**config.mk**
```make
export PLATFORM = sky130hd
export DESIGN_NAME = frame_buf_sched
export DESIGN_NICKNAME = d
export VERILOG_FILES = /design/src/rtl/frame_buf_sched.sv
export SDC_FILE = /design/constraint.sdc
export NUM_CORES = 1
export LEC_CHECK = 0
export BUFFER_PORTS_ARGS = -buffer_cell sky130_fd_sc_hd__buf_2
export CORE_MARGIN = 2
export CORE_UTILIZATION = 46
export DETAILED_ROUTE_END_ITERATION = 7
export PLACE_DENSITY = 0.82
export SYNTH_ARGS = -nofsm -noshare
export SYNTH_HDL_FRONTEND = slang
export SYNTH_SLANG_ARGS = --single-unit
```
**constraint.sdc**
```tcl
create_clock -name clk -period 1.8 [get_ports clk]
set_input_delay 0.18 -clock clk [delete_from_list [all_inputs] [get_ports clk]]
set_output_delay 0.18 -clock clk [all_outputs]
set_load 0.01 [all_outputs]
```
**src/rtl/frame_buf_sched.sv**
```systemverilog
`default_nettype none
// +----------------------------------------------------------------------------+
// | frame_buf_sched: multi-slot frame ownership tracker and data_mem scheduler |
// | Rev 1.0                                                                    |
// +----------------------------------------------------------------------------+
module frame_buf_sched #(
    parameter int DATA_WIDTH = 24,
    parameter int ADDR_WIDTH = 3,
    parameter int NUM_BUFS   = 3,
    parameter int BUF_WIDTH  = 2
) (
    input  logic                            clk,
    input  logic                            reset,
    input  logic                            wr_req,
    input  logic                            wr_valid,
    input  logic [DATA_WIDTH-1:0]           wr_data,
    output logic                            wr_grant,
    input  logic                            rd_req,
    input  logic                            rd_en_in,
    output logic                            rd_grant,
    output logic                            mem_wr_en,
    output logic [BUF_WIDTH+ADDR_WIDTH-1:0] mem_wr_addr,
    output logic [DATA_WIDTH-1:0]           mem_wr_data,
    output logic                            mem_rd_en,
    output logic [BUF_WIDTH+ADDR_WIDTH-1:0] mem_rd_addr,
    output logic                            frame_ready,
    output logic [7:0]                      drop_cnt
);

    localparam int                    MEM_AW     = BUF_WIDTH + ADDR_WIDTH;
    localparam logic [ADDR_WIDTH-1:0] C_LAST_PIX = '1;

    typedef enum logic [1:0] {
        SLOT_FREE    = 2'd0,
        SLOT_WRITING = 2'd1,
        SLOT_READY   = 2'd2,
        SLOT_READING = 2'd3
    } slot_t;

    typedef enum logic [0:0] {
        W_IDLE = 1'b0,
        W_FILL = 1'b1
    } wr_state_t;

    typedef enum logic [0:0] {
        R_IDLE = 1'b0,
        R_READ = 1'b1
    } rd_state_t;

    slot_t                   slot_q [NUM_BUFS];
    slot_t                   slot_d [NUM_BUFS];
    wr_state_t               wr_state_q;
    rd_state_t               rd_state_q;
    logic [BUF_WIDTH-1:0]    wr_slot_q;
    logic [BUF_WIDTH-1:0]    rd_slot_q;
    logic [ADDR_WIDTH-1:0]   wr_cnt_q;
    logic [ADDR_WIDTH-1:0]   rd_cnt_q;

    logic                    wr_grant_q;
    logic                    rd_grant_q;
    logic                    mem_wr_en_q;
    logic [MEM_AW-1:0]       mem_wr_addr_q;
    logic [DATA_WIDTH-1:0]   mem_wr_data_q;
    logic                    mem_rd_en_q;
    logic [MEM_AW-1:0]       mem_rd_addr_q;
    logic                    frame_ready_q;
    logic [7:0]              drop_cnt_q;

    logic                    w_any_free;
    logic                    w_any_ready;
    logic [BUF_WIDTH-1:0]    w_free_slot;
    logic [BUF_WIDTH-1:0]    w_ready_slot;
    logic                    w_wr_start;
    logic                    w_wr_pix;
    logic                    w_wr_last;
    logic                    w_rd_start;
    logic                    w_rd_pix;
    logic                    w_rd_last;
    logic                    w_drop;

    // Descending scan so the lowest-index FREE slot wins.
    always_comb begin
        w_any_free   = 1'b0;
        w_any_ready  = 1'b0;
        w_free_slot  = '0;
        w_ready_slot = '0;
        for (int i = NUM_BUFS - 1; i >= 0; i--) begin
            if (slot_q[i] == SLOT_FREE) begin
                w_any_free  = 1'b1;
                w_free_slot = BUF_WIDTH'(i);
            end
            if (slot_q[i] == SLOT_READY) begin
                w_any_ready  = 1'b1;
                w_ready_slot = BUF_WIDTH'(i);
            end
        end
    end

    assign w_wr_start = (wr_state_q == W_IDLE) && wr_req && w_any_free;
    assign w_wr_pix   = (wr_state_q == W_FILL) && wr_valid;
    assign w_wr_last  = w_wr_pix && (wr_cnt_q == C_LAST_PIX);
    assign w_rd_start = (rd_state_q == R_IDLE) && rd_req && w_any_ready;
    assign w_rd_pix   = (rd_state_q == R_READ) && rd_en_in;
    assign w_rd_last  = w_rd_pix && (rd_cnt_q == C_LAST_PIX);
    // An old READY frame claimed by the reader on this same edge is not stale.
    assign w_drop     = w_wr_last && w_any_ready && !w_rd_start;

    always_comb begin
        for (int i = 0; i < NUM_BUFS; i++) begin
            slot_d[i] = slot_q[i];
            if (w_wr_start && (w_free_slot == BUF_WIDTH'(i)))
                slot_d[i] = SLOT_WRITING;
            if (w_wr_last && (wr_slot_q == BUF_WIDTH'(i)))
                slot_d[i] = SLOT_READY;
            if (w_drop && (w_ready_slot == BUF_WIDTH'(i)))
                slot_d[i] = SLOT_FREE;
            if (w_rd_start && (w_ready_slot == BUF_WIDTH'(i)))
                slot_d[i] = SLOT_READING;
            if (w_rd_last && (rd_slot_q == BUF_WIDTH'(i)))
                slot_d[i] = SLOT_FREE;
        end
    end

    always_ff @(posedge clk) begin
        if (reset) begin
            for (int i = 0; i < NUM_BUFS; i++) slot_q[i] <= SLOT_FREE;
            wr_state_q    <= W_IDLE;
            rd_state_q    <= R_IDLE;
            wr_slot_q     <= '0;
            rd_slot_q     <= '0;
            wr_cnt_q      <= '0;
            rd_cnt_q      <= '0;
            wr_grant_q    <= 1'b0;
            rd_grant_q    <= 1'b0;
            mem_wr_en_q   <= 1'b1;
            mem_wr_addr_q <= '0;
            mem_wr_data_q <= '0;
            mem_rd_en_q   <= 1'b1;
            mem_rd_addr_q <= '0;
            frame_ready_q <= 1'b0;
            drop_cnt_q    <= '0;
        end else begin
            for (int i = 0; i < NUM_BUFS; i++) slot_q[i] <= slot_d[i];

            if (wr_state_q == W_IDLE) begin
                if (w_wr_start) begin
                    wr_state_q <= W_FILL;
                    wr_slot_q  <= w_free_slot;
                    wr_cnt_q   <= '0;
                end
            end else if (w_wr_pix) begin
                wr_cnt_q <= wr_cnt_q + ADDR_WIDTH'(1);
                if (w_wr_last) wr_state_q <= W_IDLE;
            end

            if (rd_state_q == R_IDLE) begin
                if (w_rd_start) begin
                    rd_state_q <= R_READ;
                    rd_slot_q  <= w_ready_slot;
                    rd_cnt_q   <= '0;
                end
            end else if (w_rd_pix) begin
                rd_cnt_q <= rd_cnt_q + ADDR_WIDTH'(1);
                if (w_rd_last) rd_state_q <= R_IDLE;
            end

            wr_grant_q  <= w_wr_start;
            rd_grant_q  <= w_rd_start;
            mem_wr_en_q <= !w_wr_pix;
            mem_rd_en_q <= !w_rd_pix;
            if (w_wr_pix) begin
                mem_wr_addr_q <= {wr_slot_q, wr_cnt_q};
                mem_wr_data_q <= wr_data;
            end
            if (w_rd_pix) mem_rd_addr_q <= {rd_slot_q, rd_cnt_q};

            frame_ready_q <= w_any_ready;
            if (w_drop && (drop_cnt_q != 8'hFF)) drop_cnt_q <= drop_cnt_q + 8'd1;
        end
    end

    assign wr_grant    = wr_grant_q;
    assign rd_grant    = rd_grant_q;
    assign mem_wr_en   = mem_wr_en_q;
    assign mem_wr_addr = mem_wr_addr_q;
    assign mem_wr_data = mem_wr_data_q;
    assign mem_rd_en   = mem_rd_en_q;
    assign mem_rd_addr = mem_rd_addr_q;
    assign frame_ready = frame_ready_q;
    assign drop_cnt    = drop_cnt_q;

endmodule
`default_nettype wire

```
# == Word-level counts from Yosys, hierarchy flattened ==
# Memories as Yosys holds them, arrays and structs flattened.
# Cells that the tools add are included.
# classes
n_mux,47
n_eq_ne,16
addsub,3
bitwise_logic,5
n_reduce_logical,42
# ops
op,n
two-way mux 2 bit,24
logical AND 1 bit,26
two-way mux 3 bit,6
two-way mux 1 bit,17
== test 2 bit (second input constant),7
zero test 2 bit,7
adder 8 x 1 -> 8 bit (second input constant),1
== test 2 x 1 -> 1 bit (second input constant),4
inequality test 8 bit (second input constant),1
AND reduction 2 bit,4
adder 3 x 1 -> 3 bit (second input constant),2
== test 3 bit (second input constant),2
inequality test 2 x 1 -> 1 bit (second input constant),2
nonzero test 2 bit,2
zero test 1 bit,3
OR 1 bit,3
inverter 1 bit,2
# word_totals
mem_bits_rw,6
reg_bits,59
mem_count,1
out_inout_bits,47
inputBits,30
# memory_table
name,depth,word_bits,read_ports,rd_ports_with_merged_regs,write_ports,line_no,text
slot_q,3,2,3,0,3,50,slot_t slot_q [NUM_BUFS];

# == Depth between registers and ports, before layout ==
# Gate-level depths: netlist (run 1).
# logic_depth
ltp_word,12
ltp_mapped,7
ltp_nobuf,6

# == Worst setup path before layout (run 1) ==
# No wires, ideal clock.
# synth_path
path_type,reg-to-reg
startpoint,register wr_cnt_q[0]
endpoint,"register drop_cnt_q[5], in the netlist drop_cnt[5]"
setup_time_ns,0.123
path_slack_ns,0.048
path_stages_with_launch,8
arrival_time_ns,1.629
n_path_buf,1
cell_sequence,dfxtp_1 -> ha_1 -> ha_1 -> and3_2 -> o311ai_4 -> buf_6 -> nor4_2 -> mux2_1
# synth_between
elab_chain_cells,5
# synth_rtl
item,line_no,text
start: declaration,56,logic [ADDR_WIDTH-1:0] wr_cnt_q;
start signal: assignment,152,wr_cnt_q <= wr_cnt_q + ADDR_WIDTH'(1);
== test 3 bit,101,assign w_wr_last = w_wr_pix && (wr_cnt_q == C_LAST_PIX);
logical AND 1 bit,101,
logical AND 1 bit (2 in series),106,assign w_drop = w_wr_last && w_any_ready && !w_rd_start;
logical AND 1 bit,178,if (w_drop && (drop_cnt_q != 8'hFF)) drop_cnt_q <= drop_cnt_q + 8'd1;
end signal: assignment,178,
end: declaration,67,logic [7:0] drop_cnt_q;
# Every way passes these cells.
# A chain may end at the register's enable or synchronous reset.

# == Worst setup path in the final report (run 1) ==
# layout_path
startpoint,register wr_cnt_q[1]
endpoint,"register drop_cnt_q[6], in the netlist drop_cnt[6]"
# The elaborated chain is that of the path after synthesis.

==> metrics.cfg, run 1 <==
[synthesis]
syn_avg_cell_area_um2 = 8.321
synthAdderAreaFrac = 0.02410
synth_seq_cells = 65
synth_top_family_by_area = simple AND/OR/NAND/NOR gates
synthXorXnorAreaFrac = 0
netlist_area_um2 = 2596
synth-compound-area-share = 0.1730
syn_nets = 347
synth_edf_count = 0
synthCells = 312
muxShareOfSynthArea = 0.008193
synth.distinct_cells = 47
synth-warning-count = 0
synthFlopType = dfxtp_1
async_flop_share = 0
yosysSeqAreaShare = 0.5012
yosys.area_share.simple = 0.2646

[critical_path]
endpoint_kind = register
r2r_cells = 6
crit_path_max_fanout = 5
required_ps = 2020
worstPathArrival_ps = 1970
path_class = register to register
endpoint = drop_cnt[6]$_SDFFE_PP0P_
reg2reg_to = drop_cnt[6]$_SDFFE_PP0P_
worstSetupStartpointType = register
crit_start = wr_cnt_q[1]$_SDFFE_PP0P_
reg2reg_from = wr_cnt_q[1]$_SDFFE_PP0P_
r2r_slack_ps = 50

[timing]
hold_viol = 0
maxSlewViolCount = 0
maxSlewHeadroom = 0.6573
fmax_ghz = 0.5719
worst_pin_slew_ps = 510.6
setup_ws_ps = 51.41
setup_viol = 0
fin_crit_sh = 0.9714
clock_skew_ps = 5.250
period_minus_slack_ps = 1749

[cts]
clockRootBuffer = clkbuf_8
cts_tree = yes
path_clk_slew_ps = 70
cts_max_level = 3
cts_sinks = 65
postCtsHoldBufs = 0
clockBufferDepth = 2
insertion_delay_ps = 330
cts_buffers = 9

[power_and_ir_drop]
cellPowerDensity_nw_per_um2 = 841.5
peakVddDrop_v = 0.0003315
p_leak_nw = 1.363
fin_total_pwr_mw = 2.776

[cells_and_area]
drive_gt1_frac = 0.2918
fill_cells = 502
syn2layout_area_growth_pct = 27.04
n_antenna_cell = 0
post-route-util = 0.6027
nNetsFinal = 431

[route]
wl_per_cell_um = 12.60
via_count = 2470
drt_iter0_drc = 117
ant_nets = 0
drc = 0
vias_per_cell = 5.222
first_pass_iters = 5
finalWirelength_mm = 5.961

[floorplanning]
num_rows = 27
die_y_um = 79.13
design.portCount = 77
design.core.area_um2 = 5473
dieWidth_um = 79.13
start_util = 0.4744
dieArea_um2 = 6261

[outcome]
status = complete, no violations

[global_routing]
grt_max_degree = 36
grt_pass1_vias = 2206
grt_use_total = 0.1841
grt_pass1_wl_mm = 9.370
grt_overflow = 0
antenna_found_initial = 0

[place]
numPortBuffers = 76
place_ws_ps = -6.786
place.gp.congestion = 0.8642
dp_hpwl_mm = 3.953

[run]
max_cap_violations = 0

[hold_path]
hold_path_depth = 3
min_from = wr_data[18]
hp-class = input pin to register

## placed cells by master, fill, tap and decap left out, types with 3 or more instances in the layout
| cell | instances |
|---|---|
| nand3_1 | 14 |
| nor3_1 | 5 |
| buf_2 | 76 |
| nand2_1 | 88 |
| nand2b_1 | 3 |
| dfxtp_1 | 64 |
| clkinv_2 | 3 |
| a21oi_1 | 52 |
| buf_4 | 11 |
| clkbuf_8 | 11 |
| o31ai_1 | 4 |
| ha_1 | 4 |
| nor2b_1 | 3 |
| o21ai_0 | 3 |
| nor2_1 | 15 |
## state kept, by name, indices dropped and copies added, names as in the netlist, 2 cells and up
name / count
mem_wr_addr: 5
rd_slot_q: 2
drop_cnt: 8
rd_cnt_q: 3
wr_slot_q: 2
mem_rd_addr: 5
wr_cnt_q: 3
slot_q: 6
mem_wr_data: 24
## report_power, final
part | total [mW] | internal, mW | switching, mW
registers | 1.49 | 1.47 | 0.0216
clock network | 1.08 | 0.569 | 0.512
logic | 0.199 | 0.0812 | 0.118
## synth_stat cells (2+ instances only)
cell type | count | area, um^2
o21ai_0 | 3 | 15.01
nor2b_4 | 2 | 27.53
o31ai_1 | 4 | 30.03
nand2b_1 | 3 | 18.77
buf_1 | 5 | 18.77
dfxtp_1 | 65 | 1301
nor3b_1 | 2 | 15.01
a21oi_1 | 54 | 270.3
nor3_1 | 5 | 25.02
clkbuf_1 | 8 | 30.03
ha_1 | 5 | 62.56
inv_1 | 2 | 7.510
nor2b_1 | 3 | 18.77
or4_1 | 3 | 22.52
o2bb2ai_1 | 2 | 17.52
nand3_1 | 14 | 70.07
nand2_1 | 88 | 330.3
nor2_1 | 15 | 56.30
## worst min-delay path by stage
stage / endpoint
after floorplan: mem_wr_data[0]$_SDFFE_PP0N_
after global placement: mem_wr_data[0]$_SDFFE_PP0N_
after detailed placement: mem_wr_data[18]$_SDFFE_PP0N_
after CTS: mem_wr_data[18]$_SDFFE_PP0N_
after global routing: mem_wr_data[14]$_SDFFE_PP0N_
final: mem_wr_data[18]$_SDFFE_PP0N_
## cells by family (layout without fill, tap and decap cells)
| group | after synthesis | count (layout) |
|---|---|---|
| and+or+nand+nor | 148 | 148 |
| AOI/OAI and AO/OA | 75 | 76 |
| DFF | 65 | 65 |
| buffers and inverters | 17 | 105 |
| adders and majority gates | 5 | 5 |
| muxes | 2 | 2 |
## layout make-up
| cell class | count | area (um^2) | share of cell area |
|---|---|---|---|
| sequential | 65 | 1303 | 0.3949 |
| multi-input combinational | 231 | 1261 | 0.3824 |
| timing repair buffer | 87 | 462.9 | 0.1404 |
| clock buffer | 13 | 158.9 | 0.04818 |
| tap | 72 | 90.09 | 0.02731 |
| clock inverter | 3 | 15.01 | 0.004552 |
| inverter | 2 | 7.507 | 0.002276 |
## worst max-delay path, stage by stage, from the launching register on
cell	delay [ps]
dfxtp_1	330
ha_1	150
ha_2	180
and3_4	220
o311ai_4	130
or4b_1	490
o211a_1	140
## per-layer routing
metal,global-route usage,up-vias,part of all wire
met1,0.2244,1155,0.46
met5,0,-,0
met3,0.03523,9,0.046
met4,0.09138,0,0.013
li1,-,1250,-
met2,0.3102,56,0.49
## per-stage QoR
step	hold WS [ps]	cell area (um^2)	setup TNS, ps	instances
after global routing	78.76	3298	-3.782	473
final	80.84	3298	0	473
after CTS	71.36	3276	0	473
after detailed placement	426.3	3074	-6.786	455
after floorplan	316.0	2596	0	312
after global placement	420.5	3074	0	455
## what timing repair did
| action | in CTS | in global routing |
|---|---|---|
| setup endpoints to repair | 1 | 5 |
| cloned | 1 | 0 |
| resized for setup | 1 | 6 |
| setup buffers | 1 | 0 |
| endpoints found under the hold margin | 0 | 0 |
| pin swaps | 1 | 4 |
No activity file was read; power rests on OpenSTA's default activity.
==> run 2: changes to the inputs <==
MAX_ROUTING_LAYER = met4   (was default)
==> metrics.cfg, run 2 (synthesis results as in run 1) <==
[floorplanning]
start_util = 0.4744  ; unchanged
design.portCount = 77  ; unchanged
design.core.area_um2 = 5473  ; unchanged
dieWidth_um = 79.13  ; unchanged
num_rows = 27  ; unchanged
die_y_um = 79.13  ; unchanged
dieArea_um2 = 6261  ; unchanged

[timing]
hold_viol = 0  ; unchanged
fmax_ghz = 0.5712  ; was 0.5719 GHz
clock_skew_ps = 4.801  ; was 5.250 ps
maxSlewViolCount = 0  ; unchanged
tns_ps = 0  ; unchanged
period_minus_slack_ps = 1751  ; was 1749 ps
fin_crit_sh = 0.9726  ; was 0.9714
worst_pin_slew_ps = 510.3  ; was 510.6 ps
maxSlewHeadroom = 0.6575  ; was 0.6573
setup_viol = 0  ; unchanged
holdWs_ps = 81.06  ; was 80.84 ps
setup_ws_ps = 49.35  ; was 51.41 ps

[global_routing]
grt_use_total = 0.1893  ; was 0.1841
antenna_found_initial = 0  ; unchanged
grt_pass1_wl_mm = 9.370  ; unchanged
grt_overflow = 0  ; unchanged
grt_max_degree = 36  ; unchanged
grt_pass1_vias = 2207  ; was 2206

[cells_and_area]
fin_area_um2 = 3298  ; unchanged
syn2layout_area_growth_pct = 27.04  ; unchanged
fill_cells = 502  ; unchanged
nNetsFinal = 431  ; unchanged
post-route-util = 0.6027  ; unchanged
largest_register_ffs = 24  ; unchanged
drive_gt1_frac = 0.2918  ; unchanged
n_antenna_cell = 0  ; unchanged
layout_commonest_cell = nand2_1  ; unchanged
fin_cells = 473  ; unchanged
layout_common_cells = 88 x nand2_1, 76 x buf_2, 64 x dfxtp_1  ; unchanged

[route]
via_count = 2466  ; was 2470
drt_iter0_drc = 126  ; was 117
drc = 0  ; unchanged
ant_nets = 0  ; unchanged
vias_per_cell = 5.214  ; was 5.222
finalWirelength_mm = 5.960  ; was 5.961 mm
first_pass_iters = 5  ; unchanged
wl_per_cell_um = 12.60  ; about the same

[hold_path]
hp-class = input pin to register  ; unchanged

[critical_path]
crit_slowest_cell = or4b_1  ; unchanged
crit_path_max_fanout = 5  ; unchanged
critPathTopFamily = simple AND/OR/NAND/NOR gates  ; unchanged
endpoint_kind = register  ; unchanged
worstPathCellList = ha_1 > ha_2 > and3_4 > o311ai_4 > or4b_1 > o211a_1  ; unchanged
worstPathArrival_ps = 1970  ; about the same
path_class = register to register  ; unchanged
critical_path.max_stage_delay_ps = 490  ; about the same
worst-path-buf-inv = 0  ; unchanged
required_ps = 2020  ; about the same
worstSetupStartpointType = register  ; unchanged

[power_and_ir_drop]
p_leak_nw = 1.363  ; unchanged
peakVddDrop_v = 0.0003293  ; was 0.0003315 V
cellPowerDensity_nw_per_um2 = 841.9  ; was 841.5 nW/um^2
fin_total_pwr_mw = 2.777  ; was 2.776 mW

[cts]
cts_buffers = 9  ; unchanged
path_clk_slew_ps = 70  ; about the same
cts_sinks = 65  ; unchanged
clockRootBuffer = clkbuf_8  ; unchanged
cts_max_level = 3  ; unchanged
insertion_delay_ps = 330  ; about the same
clockBufferDepth = 2  ; unchanged
cts_tree = yes  ; unchanged
postCtsHoldBufs = 0  ; unchanged

[place]
dp_hpwl_mm = 3.953  ; unchanged
place.gp.congestion = 0.8782  ; was 0.8642
placed_cells = 455  ; unchanged
numPortBuffers = 76  ; unchanged
place_ws_ps = -6.786  ; unchanged
placed_area_um2 = 3074  ; unchanged

[run]
max_cap_violations = 0  ; unchanged

[outcome]
status = complete, no violations  ; unchanged

-- run 2: cell counts in the layout (fill, tap and decap cells not counted) --
Identical to the previous run, type by type.
-- run 2: tightest hold or removal path: cells and delay by family --
family	cells	cell delay, ps
AO/OA/AOI/OAI	1	50
buffers and inverters	1	90
AND/OR/NAND/NOR	1	40
-- run 2: worst paths after layout --
| check | start | to | slack (ps) | depth (start not counted) |
|---|---|---|---|---|
| hold reg to reg | mem_wr_data[18]$_SDFFE_PP0N_ | mem_wr_data[18]$_SDFFE_PP0N_ | 450 | 2 |
| hold / removal | wr_data[18] | mem_wr_data[18]$_SDFFE_PP0N_ | 80 | 3 |
| setup reg to reg | wr_cnt_q[1]$_SDFFE_PP0P_ | drop_cnt[6]$_SDFFE_PP0P_ | 50 | 6 |
| setup / recovery | wr_cnt_q[1]$_SDFFE_PP0P_ | drop_cnt[6]$_SDFFE_PP0P_ | 50 | 6 |
-- run 2: area by class of cell --
type	instances	area (um^2)	share of cell area
Clock inverter	3	15.01	0.004552
Multi-Input combinational cell	231	1261	0.3824
Inverter	2	7.507	0.002276
Timing Repair Buffer	87	462.9	0.1404
Tap cell	72	90.09	0.02731
Sequential cell	65	1303	0.3949
Clock buffer	13	158.9	0.04818
-- run 2: timing repair --
item | 4_1_cts | 5_1_grt
setup endpoints to repair | 1 | 5
setup buffers | 1 | 0
cloned | 1 | 0
pin swaps | 1 | 4
resized for setup | 1 | 6
-- run 2: power by group --
group | total, mW | internal (mW) | switching, mW | leakage [nW]
Clock | 1.08 | 0.569 | 0.513 | 0.0932
Combinational | 0.200 | 0.0812 | 0.119 | 0.743
Sequential | 1.49 | 1.47 | 0.0217 | 0.527
-- run 2: per-layer routing --
metal	track usage	vias to the layer above	wire [um]
li1	-	1250	-
met1	0.2287	1151	2748
met2	0.3093	57	2897
met3	0.03068	8	237
met4	0.09138	0	77
met5	-	-	0
==> run 3: changes to the inputs <==
BUFFER_PORTS_ARGS = -buffer_cell sky130_fd_sc_hd__clkbuf_2   (was -buffer_cell sky130_fd_sc_hd__buf_2)
==> metrics.cfg, run 3 (synthesis results as in run 1) <==
[critical_path]
required_ps = 2010  ; was 2020 ps
worstSetupStartpointType = register  ; unchanged
path_class = register to register  ; unchanged
worstPathCellList = ha_4 > ha_4 > and3_4 > o311ai_4 > nor4_2 > mux2_1  ; was ha_1 > ha_2 > and3_4 > o311ai_4 > or4b_1 > o211a_1
worst-path-buf-inv = 0  ; unchanged
cp.depth = 6  ; unchanged
crit_slowest_cell = dfxtp_2  ; was or4b_1
endpoint_kind = register  ; unchanged
crit_start = wr_cnt_q[0]$_SDFFE_PP0P_  ; was wr_cnt_q[1]$_SDFFE_PP0P_
critical_path.max_stage_delay_ps = 350  ; was 490 ps
r2r_cells = 6  ; unchanged
crit_path_max_fanout = 5  ; unchanged
worstPathArrival_ps = 1960  ; was 1970 ps
reg2reg_from = wr_cnt_q[0]$_SDFFE_PP0P_  ; was wr_cnt_q[1]$_SDFFE_PP0P_
critPathTopFamily = simple AND/OR/NAND/NOR gates  ; unchanged
crit_top_cell = ha_4

[cts]
cts_max_level = 3  ; unchanged
path_clk_slew_ps = 70  ; about the same
cts_tree = yes  ; unchanged
cts_buffers = 9  ; unchanged
cts_sinks = 65  ; unchanged
insertion_delay_ps = 330  ; about the same
clockRootBuffer = clkbuf_8  ; unchanged
clockBufferDepth = 2  ; unchanged

[route]
first_pass_iters = 4  ; was 5
vias_per_cell = 5.241  ; was 5.214
wl_per_cell_um = 12.49  ; was 12.60 um
finalWirelength_mm = 5.910  ; was 5.960 mm
drt_iter0_drc = 154  ; was 126
via_count = 2479  ; was 2466
ant_nets = 0  ; unchanged
drc = 0  ; unchanged

[run]
max_cap_violations = 0  ; unchanged

[cells_and_area]
post-route-util = 0.6111  ; was 0.6027
syn2layout_area_growth_pct = 28.82  ; was 27.04%
largest_register_ffs = 24  ; unchanged
nNetsFinal = 431  ; unchanged
drive_gt1_frac = 0.2893  ; was 0.2918
layout_common_cells = 88 x nand2_1, 76 x clkbuf_2, 63 x dfxtp_1  ; was 88 x nand2_1, 76 x buf_2, 64 x dfxtp_1
layout_commonest_cell = nand2_1  ; unchanged
n_antenna_cell = 0  ; unchanged
fin_cells = 473  ; unchanged

[floorplanning]
design.portCount = 77  ; unchanged
dieWidth_um = 79.13  ; unchanged
dieArea_um2 = 6261  ; unchanged
die_y_um = 79.13  ; unchanged
start_util = 0.4744  ; unchanged
num_rows = 27  ; unchanged
design.core.area_um2 = 5473  ; unchanged

[timing]
setup_viol = 0  ; unchanged
rsz0062_at_grt = false
fin_crit_sh = 0.9676  ; was 0.9726
worst_pin_slew_ps = 458.0  ; was 510.3 ps
hold_viol = 0  ; unchanged
maxSlewViolCount = 0  ; unchanged
maxSlewHeadroom = 0.6914  ; was 0.6575
period_minus_slack_ps = 1742  ; was 1751 ps
tns_ps = 0  ; unchanged
fmax_ghz = 0.5742  ; was 0.5712 GHz
clock_skew_ps = 7.899  ; was 4.801 ps

[power_and_ir_drop]
p_leak_nw = 1.345  ; was 1.363 nW
peakVddDrop_v = 0.0004725  ; was 0.0003293 V
cellPowerDensity_nw_per_um2 = 883.0  ; was 841.9 nW/um^2

[place]
numPortBuffers = 76  ; unchanged
dp_hpwl_mm = 4.061  ; was 3.953 mm
place.gp.congestion = 0.8612  ; was 0.8782
placed_cells = 454  ; was 455

[global_routing]
grt_use_total = 0.1924  ; was 0.1893
grt_pass1_wl_mm = 9.328  ; was 9.370 mm
grt_max_degree = 33  ; was 36
grt_overflow = 0  ; unchanged
grt_pass1_vias = 2191  ; was 2207
antenna_found_initial = 0  ; unchanged

[hold_path]
hp-class = input pin to register  ; unchanged
min_from = wr_data[13]  ; was wr_data[18]
hold_path_depth = 3  ; unchanged

[outcome]
status = complete, no violations  ; unchanged

## run 3: cell count changes in the layout (fill, tap and decap cells not counted), moves of 2 or more
cell      change
buf_2        -76
clkinv_2      -2
clkbuf_2     +76
ha_4          +2
## run 3: cell type report
cell class	count	area, um^2
sequential	65	1304
clock inverter	2	35.03
multi-input combinational	231	1269
timing repair buffer	87	466.7
inverter	2	7.507
tap	72	90.09
clock buffer	14	172.7
fill	471	2128
## run 3: through the flow
step / hold slack [ps] / power (mW) / instance area, um^2 / worst slack, ps
floorplan: 316.0 / 1.634 / 2596 / 47.83
global placement: 404.1 / 1.718 / 3067 / 35.50
detailed placement: 410.2 / 1.723 / 3067 / -29.30
CTS: 52.60 / 2.990 / 3302 / 6.630
global route: 72.50 / 3.071 / 3344 / 3.026
finish: 68.27 / 2.953 / 3344 / 58.34
## run 3: what timing repair did
| item | 4_1_cts | 5_1_grt |
|---|---|---|
| hold buffers | 0 | 0 |
| setup endpoints to repair | 3 | 5 |
| setup buffers | 1 | 1 |
| resized for setup | 1 | 8 |
| cloned | 1 | 0 |
| pin swaps | 1 | 3 |
## run 3: worst paths after layout
kind                                   to  slack [ps]
max              drop_cnt[5]$_SDFFE_PP0P_          60
min          mem_wr_data[13]$_SDFFE_PP0N_          70
max reg2reg      drop_cnt[5]$_SDFFE_PP0P_          60
min reg2reg   mem_wr_data[0]$_SDFFE_PP0N_         450
## run 3: worst min-delay path, cell delays in order
cell and delay [ps]:
clkbuf_2 80, nand2_1 40, a21oi_1 50
## run 3: layer usage
metal | up-vias | GRT usage | share of wire
li1 | 1251 | - | -
met1 | 1147 | 0.2297 | 0.44
met2 | 76 | 0.3161 | 0.49
met3 | 5 | 0.03068 | 0.058
met4 | 0 | 0.09655 | 0.0090
met5 | - | - | 0
## run 3: power breakdown
part | internal, mW | total [mW] | switching [mW]
clock network | 0.753 | 1.26 | 0.508
registers | 1.47 | 1.50 | 0.0237
logic | 0.0796 | 0.196 | 0.116
total | 2.31 | 2.95 | 0.648
